===== src/rtl/fetch_pkg.sv =====
// Shared types and constants for the instruction-fetch front end.
package fetch_pkg;

    localparam int FETCH_XLEN = 32;
    localparam int FETCH_ILEN = 32;

    // First fetch address after reset unless the top overrides it
    localparam logic [FETCH_XLEN-1:0] FETCH_RESET_PC = '0;

    // Sequential fetch stride in bytes (one word)
    localparam int unsigned FETCH_STEP = 4;

    // One queue entry: PC, fetched word, misaligned-fetch fault marker
    typedef struct packed {
        logic [FETCH_XLEN-1:0] pc;
        logic [FETCH_ILEN-1:0] instr;
        logic                  fault;
    } fetch_entry_t;

    // Fetch engine run/halt state (halt only reachable with the fault option)
    typedef enum logic [0:0] {
        FS_RUN  = 1'b0,
        FS_HALT = 1'b1
    } fetch_state_e;

endpackage


===== src/rtl/fetch_fifo.sv =====
// DEPTH-entry synchronous FIFO of fetch entries with push, pop, flush and
// occupancy count. Pointers wrap modulo DEPTH (DEPTH is a power of two).
// Flush dominates: a same-cycle push or pop is ignored.
module fetch_fifo
    import fetch_pkg::*;
#(
    parameter int  DEPTH   = 4,
    parameter type ENTRY_T = fetch_entry_t
) (
    input  logic                       clk,
    input  logic                       rst,
    input  logic                       flush,
    input  logic                       push,
    input  ENTRY_T                     push_entry,
    input  logic                       pop,
    output ENTRY_T                     head,
    output logic [$clog2(DEPTH+1)-1:0] count
);

    localparam int PTR_W = $clog2(DEPTH);
    localparam int CNT_W = $clog2(DEPTH + 1);

    ENTRY_T           mem [DEPTH];
    logic [PTR_W-1:0] wr_ptr;
    logic [PTR_W-1:0] rd_ptr;
    logic             do_push;
    logic             do_pop;

    assign do_push = push && !flush;
    assign do_pop  = pop && !flush && (count != '0);
    assign head    = mem[rd_ptr];

    // Storage array: written on push, never reset (occupancy qualifies it)
    always_ff @(posedge clk) begin
        if (do_push) begin
            mem[wr_ptr] <= push_entry;
        end
    end

    // Pointers and occupancy
    always_ff @(posedge clk or posedge rst) begin
        if (rst) begin
            wr_ptr <= '0;
            rd_ptr <= '0;
            count  <= '0;
        end else if (flush) begin
            wr_ptr <= '0;
            rd_ptr <= '0;
            count  <= '0;
        end else begin
            if (do_push) begin
                wr_ptr <= wr_ptr + PTR_W'(1);
            end
            if (do_pop) begin
                rd_ptr <= rd_ptr + PTR_W'(1);
            end
            count <= count + CNT_W'(do_push) - CNT_W'(do_pop);
        end
    end

endmodule


===== src/rtl/fetch_prefetch.sv =====
// Instruction-fetch front end with a decoupled prefetch queue.
// Issues sequential word fetches, buffers in-order responses with their PCs,
// and on redirect flushes the queue and drops stale in-flight responses.
// Optional feature macro: FETCH_MISALIGN_FAULT_EN -- a misaligned redirect
// halts fetching and enqueues a single fault entry; without it the redirect
// target's low two bits are cleared and instr_fault is tied low.
module fetch_prefetch
    import fetch_pkg::*;
#(
    parameter int              XLEN     = FETCH_XLEN,
    parameter int              ILEN     = FETCH_ILEN,
    parameter int              DEPTH    = 4,
    parameter logic [XLEN-1:0] RESET_PC = XLEN'(FETCH_RESET_PC)
) (
    input  logic            clk,
    input  logic            rst,
    input  logic            redirect_valid,
    input  logic [XLEN-1:0] redirect_pc,
    output logic            req_valid,
    input  logic            req_ready,
    output logic [XLEN-1:0] req_addr,
    input  logic            resp_valid,
    input  logic [ILEN-1:0] resp_data,
    output logic            instr_valid,
    input  logic            instr_ready,
    output logic [ILEN-1:0] instr,
    output logic [XLEN-1:0] instr_pc,
    output logic            instr_fault
);

    localparam int CNT_W = $clog2(DEPTH + 1);

    typedef struct packed {
        logic [XLEN-1:0] pc;
        logic [ILEN-1:0] instr;
        logic            fault;
    } entry_t;

    function automatic logic [XLEN-1:0] step_pc(input logic [XLEN-1:0] pc);
        return pc + XLEN'(FETCH_STEP);
    endfunction

    logic [XLEN-1:0]  fetch_pc;
    logic [XLEN-1:0]  resp_pc;
    logic [XLEN-1:0]  redir_pc;
    logic [XLEN-1:0]  fault_pc;
    logic [CNT_W-1:0] inflight;
    logic [CNT_W-1:0] discard;
    logic [CNT_W-1:0] count;
    logic [CNT_W:0]   credit_used;
    logic             halted;
    logic             fault_push;
    logic             fire;
    logic             resp_ok;
    logic             keep_resp;
    logic             push;
    logic             pop;
    entry_t           push_entry;
    entry_t           head;

`ifdef FETCH_MISALIGN_FAULT_EN
    fetch_state_e state;
    fetch_state_e state_next;
    logic         misaligned;
    logic         fault_pend;

    assign misaligned = redirect_valid && (redirect_pc[1:0] != 2'b00);
    assign redir_pc   = redirect_pc;

    // Run/halt state register
    always_ff @(posedge clk or posedge rst) begin
        if (rst) begin
            state <= FS_RUN;
        end else begin
            state <= state_next;
        end
    end

    // Every redirect chooses run (aligned) or halt (misaligned); otherwise hold
    always_comb begin
        state_next = state;
        if (redirect_valid) begin
            state_next = misaligned ? FS_HALT : FS_RUN;
        end
    end

    // One-shot flag: enqueue the fault marker on the cycle after the redirect
    always_ff @(posedge clk or posedge rst) begin
        if (rst) begin
            fault_pend <= 1'b0;
        end else begin
            fault_pend <= misaligned;
        end
    end

    // Faulting PC travels with the one-shot flag
    always_ff @(posedge clk) begin
        if (misaligned) begin
            fault_pc <= redirect_pc;
        end
    end

    assign halted      = (state == FS_HALT);
    assign fault_push  = fault_pend && !redirect_valid;
    assign instr_fault = instr_valid && head.fault;
`else
    logic unused_bits;

    assign redir_pc    = {redirect_pc[XLEN-1:2], 2'b00};
    assign halted      = 1'b0;
    assign fault_push  = 1'b0;
    assign fault_pc    = '0;
    assign instr_fault = 1'b0;
    assign unused_bits = ^{redirect_pc[1:0], head.fault};
`endif

    // Credit: in-flight plus queued fetches never exceed the queue depth,
    // so a returning response always finds a free slot.
    assign credit_used = {1'b0, inflight} + {1'b0, count};
    assign req_valid   = !redirect_valid && !halted && (credit_used < (CNT_W+1)'(DEPTH));
    assign req_addr    = fetch_pc;
    assign fire        = req_valid && req_ready;

    // A response with nothing outstanding is a protocol error and is ignored
    assign resp_ok     = resp_valid && (inflight != '0);
    assign keep_resp   = resp_ok && (discard == '0) && !redirect_valid;
    assign push        = keep_resp || fault_push;
    assign pop         = instr_valid && instr_ready;

    // Select what enters the queue: fetched word, or the fault marker
    always_comb begin
        push_entry = '{pc: resp_pc, instr: resp_data, fault: 1'b0};
        if (fault_push) begin
            push_entry = '{pc: fault_pc, instr: '0, fault: 1'b1};
        end
    end

    // Fetch/response PCs and the in-flight and discard counters
    always_ff @(posedge clk or posedge rst) begin
        if (rst) begin
            fetch_pc <= RESET_PC;
            resp_pc  <= RESET_PC;
            inflight <= '0;
            discard  <= '0;
        end else begin
            inflight <= inflight + CNT_W'(fire) - CNT_W'(resp_ok);
            if (redirect_valid) begin
                fetch_pc <= redir_pc;
                resp_pc  <= redir_pc;
                discard  <= inflight - CNT_W'(resp_ok);
            end else begin
                if (fire) begin
                    fetch_pc <= step_pc(fetch_pc);
                end
                if (resp_ok) begin
                    if (discard != '0) begin
                        discard <= discard - CNT_W'(1);
                    end else begin
                        resp_pc <= step_pc(resp_pc);
                    end
                end
            end
        end
    end

    fetch_fifo #(
        .DEPTH   (DEPTH),
        .ENTRY_T (entry_t)
    ) u_fifo (
        .clk        (clk),
        .rst        (rst),
        .flush      (redirect_valid),
        .push       (push),
        .push_entry (push_entry),
        .pop        (pop),
        .head       (head),
        .count      (count)
    );

    assign instr_valid = (count != '0);
    assign instr       = instr_valid ? head.instr : '0;
    assign instr_pc    = instr_valid ? head.pc : '0;

endmodule


===== config.mk =====
export PLATFORM = sky130hd
export DESIGN_NAME = fetch_prefetch
export DESIGN_NICKNAME = d
export VERILOG_FILES = /design/src/rtl/fetch_pkg.sv /design/src/rtl/fetch_fifo.sv /design/src/rtl/fetch_prefetch.sv
export SDC_FILE = /design/constraint.sdc
export NUM_CORES = 1
export LEC_CHECK = 0
export ABC_AREA = 1
export CORE_MARGIN = 4
export CORE_UTILIZATION = 55
export CTS_CLUSTER_SIZE = 16
export DETAILED_ROUTE_END_ITERATION = 7
export HOLD_SLACK_MARGIN = 0.15
export PLACE_DENSITY = 0.78
export SYNTH_ARGS = -nofsm -noshare
export SYNTH_HDL_FRONTEND = slang
export SYNTH_SLANG_ARGS = --single-unit

===== constraint.sdc =====
create_clock -name clk -period 7.4 [get_ports clk]
set_input_delay 1.85 -clock clk [delete_from_list [all_inputs] [get_ports clk]]
set_output_delay 1.85 -clock clk [all_outputs]
set_load 0.02 [all_outputs]

; Word-level counts from Yosys, hierarchy flattened
; Memory sizes are Yosys's and may differ from the RTL's.
; Cells that the tools add are included.
; Widths: inputs -> output; s select.
[classes]
bitwise_logic = 0
shifts = 0
muxes = 17
order_cmp = 1
n_mul = 0
reduce_logical = 21
n_addsub = 11
div = 0
eq_ne = 1
[op_table]
columns = operator, count
row1 = $mux 32, 7
row2 = $add 32x3->32 const B, 2
row3 = $mux 3, 4
row4 = $reduce_bool 2->1, 5
row5 = $logic_and 1x1->1, 9
row6 = $reduce_bool 3->1, 3
row7 = $sub 3x1->3, 3
row8 = $mux 2, 4
row9 = $add 3x1->3, 2
row10 = $add 2x1->2 const B, 2
row11 = $add 3x3->4, 1
row12 = $lt 4x3->1 const B, 1
row13 = $reduce_and 2->1, 2
row14 = $logic_not 3->1, 1
row15 = $sub 3x1->3 const B, 1
row16 = $mux 1, 2
row17 = $ne 2x2->1 const B, 1
row18 = $logic_not 1->1, 1
[word_totals]
n_memories = 1
latch_bits = 0
romBits = 0
ff_bits = 77
mem_bits_rw = 256
[mem_list]
columns = memory, words, word_bits, read_ports, rd_ports_with_merged_regs, write_ports, line_no
row1 = u_fifo.mem, 4, 64, 1, 0, 1, fetch_fifo.sv:23  ; ENTRY_T mem [DEPTH];

; Logic depth before layout (Yosys ltp)
[depth]
word_depth = 8
depth_mapped = 13
mapped_depth_nobuf = 12

; By module
; A second synthesis with hierarchy kept.
[unflattened]
cells_unflattened = 1691
area_unflattened_um2 = 16071.7
[by_module_without_submodules]
columns = module, cells_per_inst, instances, area_each_um2
row1 = fetch_fifo, 819, 1, 10756.6
row2 = fetch_prefetch, 872, 1, 5315.1

; Worst setup path after synthesis
; Ideal clock, no wire load.
[synth_path]
path_kind = input to register
start = in resp_valid
end = mem u_fifo.mem[0][0] in the netlist's numbering, enable pin
required_ns = 6.918
arrival_ns = 4.965
path_stages = 5
setup_ns = 0.482
n_path_buf = 1
setup_slack_ns = 1.953
cell_sequence = nand2_1 nor2_4 nand2_1 buf_2 nor2_1
[synth_via]
elab_chain_len = 6
[synth_rtl]
columns = item, line_no
row1 = "start, declared", fetch_prefetch.sv:22  ; input logic resp_valid,
row2 = $logic_and 1x1->1, fetch_prefetch.sv:125  ; assign resp_ok = resp_valid && (inflight != '0);
row3 = $logic_and 1x1->1 (2 in series), fetch_prefetch.sv:126  ; assign keep_resp = resp_ok && (discard == '0) && !redirect_valid;
row4 = $logic_and 1x1->1, fetch_fifo.sv:29  ; assign do_push = push && !flush;
row5 = $mux 1, fetch_fifo.sv:35  ; if (do_push) begin
row6 = $mux 1 (not written as such), fetch_fifo.sv:36  ; mem[wr_ptr] <= push_entry;
row7 = "end, declared", fetch_fifo.sv:23
; Every way passes these cells.

; Worst setup path in the final report
[layout_path]
start = reg u_fifo.rd_ptr[0]
end = out instr_pc[19]
[layout_via]
elab_chain_len = 2
[layout_rtl]
columns = item, line_no
row1 = "start, declared", fetch_fifo.sv:25  ; logic [PTR_W-1:0] rd_ptr;
row2 = "start signal, assigned", fetch_fifo.sv:55  ; rd_ptr <= rd_ptr + PTR_W'(1);
row3 = $mem_v2 4x64, --
row4 = $mux 32, fetch_prefetch.sv:182  ; assign instr_pc = instr_valid ? head.pc : '0;
row5 = "end, declared", fetch_prefetch.sv:27  ; output logic [XLEN-1:0] instr_pc,
; Every way passes these cells.

==> impl_metrics.ini <==
[synth]
ys_seq_area_share_pct = 63.38
synth_top_area_share_pct = 50.90
synthCells = 1479
ys_warn_count = 0
yosys.cell_count.top_type = nor2_1
synth_edf_count = 248
yosys-top-cells-count = nor2_1 (323), edfxtp_1 (248), nand2_1 (234)
synth_xor_xnor_area_share_pct = 1.437
synth-compound-area-share_pct = 9.372
syn_area_per_cell_um2 = 9.893
synthTopCellsByArea = edfxtp_1 (51%), dfrtp_1 (12%), nor2_1 (8.3%), nand2_1 (6.0%), o21ai_0 (5.3%)
synth_top_family_by_area = simple AND/OR/NAND/NOR gates
ys_ff_latch = 321
synth-simple-area-share_pct = 19.16
synth.distinct_cells = 38
synth.area.mux_share_pct = 0
netlist_area_um2 = 14630
synth_ff_type = edfxtp_1
yosysTopAreaCell = edfxtp_1
async_reset_ff_share_pct = 22.74
synthAdderAreaFrac_pct = 1.642

[final_layout]
ff_latch_area_um2 = 9279
multi_input_area_um2 = 4673
fillerInstances = 1954
finish.utilization_pct = 66.81
final_area_um2 = 17460
area_growth_pct = 19.33
n_antenna_cell = 0
nets = 1712
layout-drive-gt1-share_pct = 5.822

[timing]
setup_slack_ps = 1674
tns_ps = 0
max_freq_mhz = 174.6
period_share_pct = 77.38
skew_ps = 20.03
slew_headroom_pct = 25.07
worst-slew-pin-transition_ps = 1121
fin_crit_ps = 5726
slew_viol_final = 0
hold_violations = 0
setup_viol = 0
rsz0062_at_grt = false

[detailed_routing]
viasPerCell = 5.635
drtPass1Iterations = 5
drtIter0Drc = 1057
wl_um = 35640
wl_per_cell_um = 17.96
route.detailed.drc = 0
drtAntennaViolNets = 0
num_vias = 11180

[clock_tree]
ctsResizeCount = 0
h-tree-depth = 1
cts_setup_buffers = 0
numCtsBuffers = 31
clock_sinks = 321
cts_tree = built
path_clk_slew_ps = 60
cts_root_buffer = clkbuf_16
hold_buffers = 0
clk_latency_ps = 560
cts_buffer_depth = 3

[setup_path]
path_cells = inv_2 > buf_4 > o21ai_0 > a21oi_1 > clkdlybuf4s50_1
critPathMaxFanout = 73
critPathBufInv = 3
slowest_stage = inv_2
cp-start-kind = register
cpLargestDelayFamily = buffers and inverters
critPathRequiredTime_ps = 5550
critPathArrivalTime_ps = 3880
crit_type = register to primary output
end_kind = primary output
slowest_delay_ps = 830

[die]
core_area_um2 = 26130
io_pins = 169
die_h_um = 171.1
row_count = 59
fp.dieW_um = 171.1
die_area_um2 = 29280
start_util_pct = 55.99

[run_status]
status = completed

[job]
maxCapViolations = 0

[power_and_ir_drop]
p_leak_uw = 0.006583
total_power_uw = 5838
powerDensity_nw_per_um2 = 334.4
max-vdd-ir-drop_mv = 0.2297

[global_routing]
grt_max_degree = 79
grt_pass1_vias = 10691
track_usage_pct = 23.69
grt_pass1_wl_um = 55450
antenna_found_initial = 0
overflow = 0

[placed_design]
place.gp.congestion = 0.8986
dpl_cell_area_um2 = 16500
post-place-ws_ps = 2022
place_hpwl_um = 22240
portBuffers = 161

[min_path]
hp-class = register to register
-- cells in the final DEF, fill, tap and decap left out, drive strengths merged, types with 2 or more instances in the layout --
cell	count
nor2	338
edfxtp	248
nand2	240
o21ai	162
clkdlybuf4s50	161
inv	107
nand3	79
dfrtp	73
a21oi	72
clkbuf	38
xor2	20
ha	16
clkinv	15
nand4	13
buf	13
o211ai	11
o21bai	8
nor3	6
conb	5
xnor2	4
a31oi	3
clkinvlp	3
and3	2
a22oi	2
or2	2
fa	2
bufinv	2
-- layout make-up --
| class | count | share of cell area, % |
|---|---|---|
| clock inverters | 20 | 0.9030 |
| flip-flops and latches | 321 | 53.15 |
| clock buffers | 38 | 4.594 |
| inverters | 107 | 2.329 |
| multi-input cells | 989 | 26.77 |
| repair buffers | 174 | 9.861 |
| well taps | 335 | 2.401 |
-- worst paths after layout --
check / from / endpoint / slack [ps] / cells past startpoint
worst max-delay path: u_fifo.rd_ptr[0] / instr_pc[19] / 1670 / 5
worst min-delay path: inflight[0] / inflight[0] / 540 / 1
worst max register to register: u_fifo.count[1] / u_fifo.count[2] / 4080 / 12
worst min register to register: inflight[0] / inflight[0] / 540 / 1
max in group asynchronous: rst / u_fifo.rd_ptr[0] / 4780 / 3
min in group asynchronous: rst / discard[1] / 1890 / 3
-- stage by stage --
stage               instances  hold slack, ps
finish                   1984           543.1
global route             1984           572.5
CTS                      1984           556.0
detailed placement       1926           539.8
global placement         1926           527.4
floorplan                1483           496.4
-- power by group --
part	switching (µW)	internal (µW)
sequential	227	2130
clock	657	839
combinational	1220	763
total	2100	3740
-- layer usage --
layer  GRT usage, %  wire (µm)  vias up  share of wire [%]
li1               -          -     5261                  -
met1          32.08      14430     5350                 40
met2          39.48      17150      501                 48
met3          4.552       3222       68                9.0
met4          6.889        833        0                2.3
met5              0          0        -                  0
-- cells by family after synthesis --
| logic type | after synthesis |
|---|---|
| xor+xnor | 24 |
| other cells | 1 |
| compound gates | 260 |
| simple gates | 682 |
| buf+inv | 173 |
| fa+ha+maj | 18 |
| flops | 321 |
-- state kept, by name (all words and copies together), names as in the netlist --
register and count:
u_fifo.mem 248, inflight 3, u_fifo.rd_ptr 2, u_fifo.wr_ptr 2, discard 3, resp_pc 30, u_fifo.count 3, req_addr 30
Power figures use the tool's default switching activity.
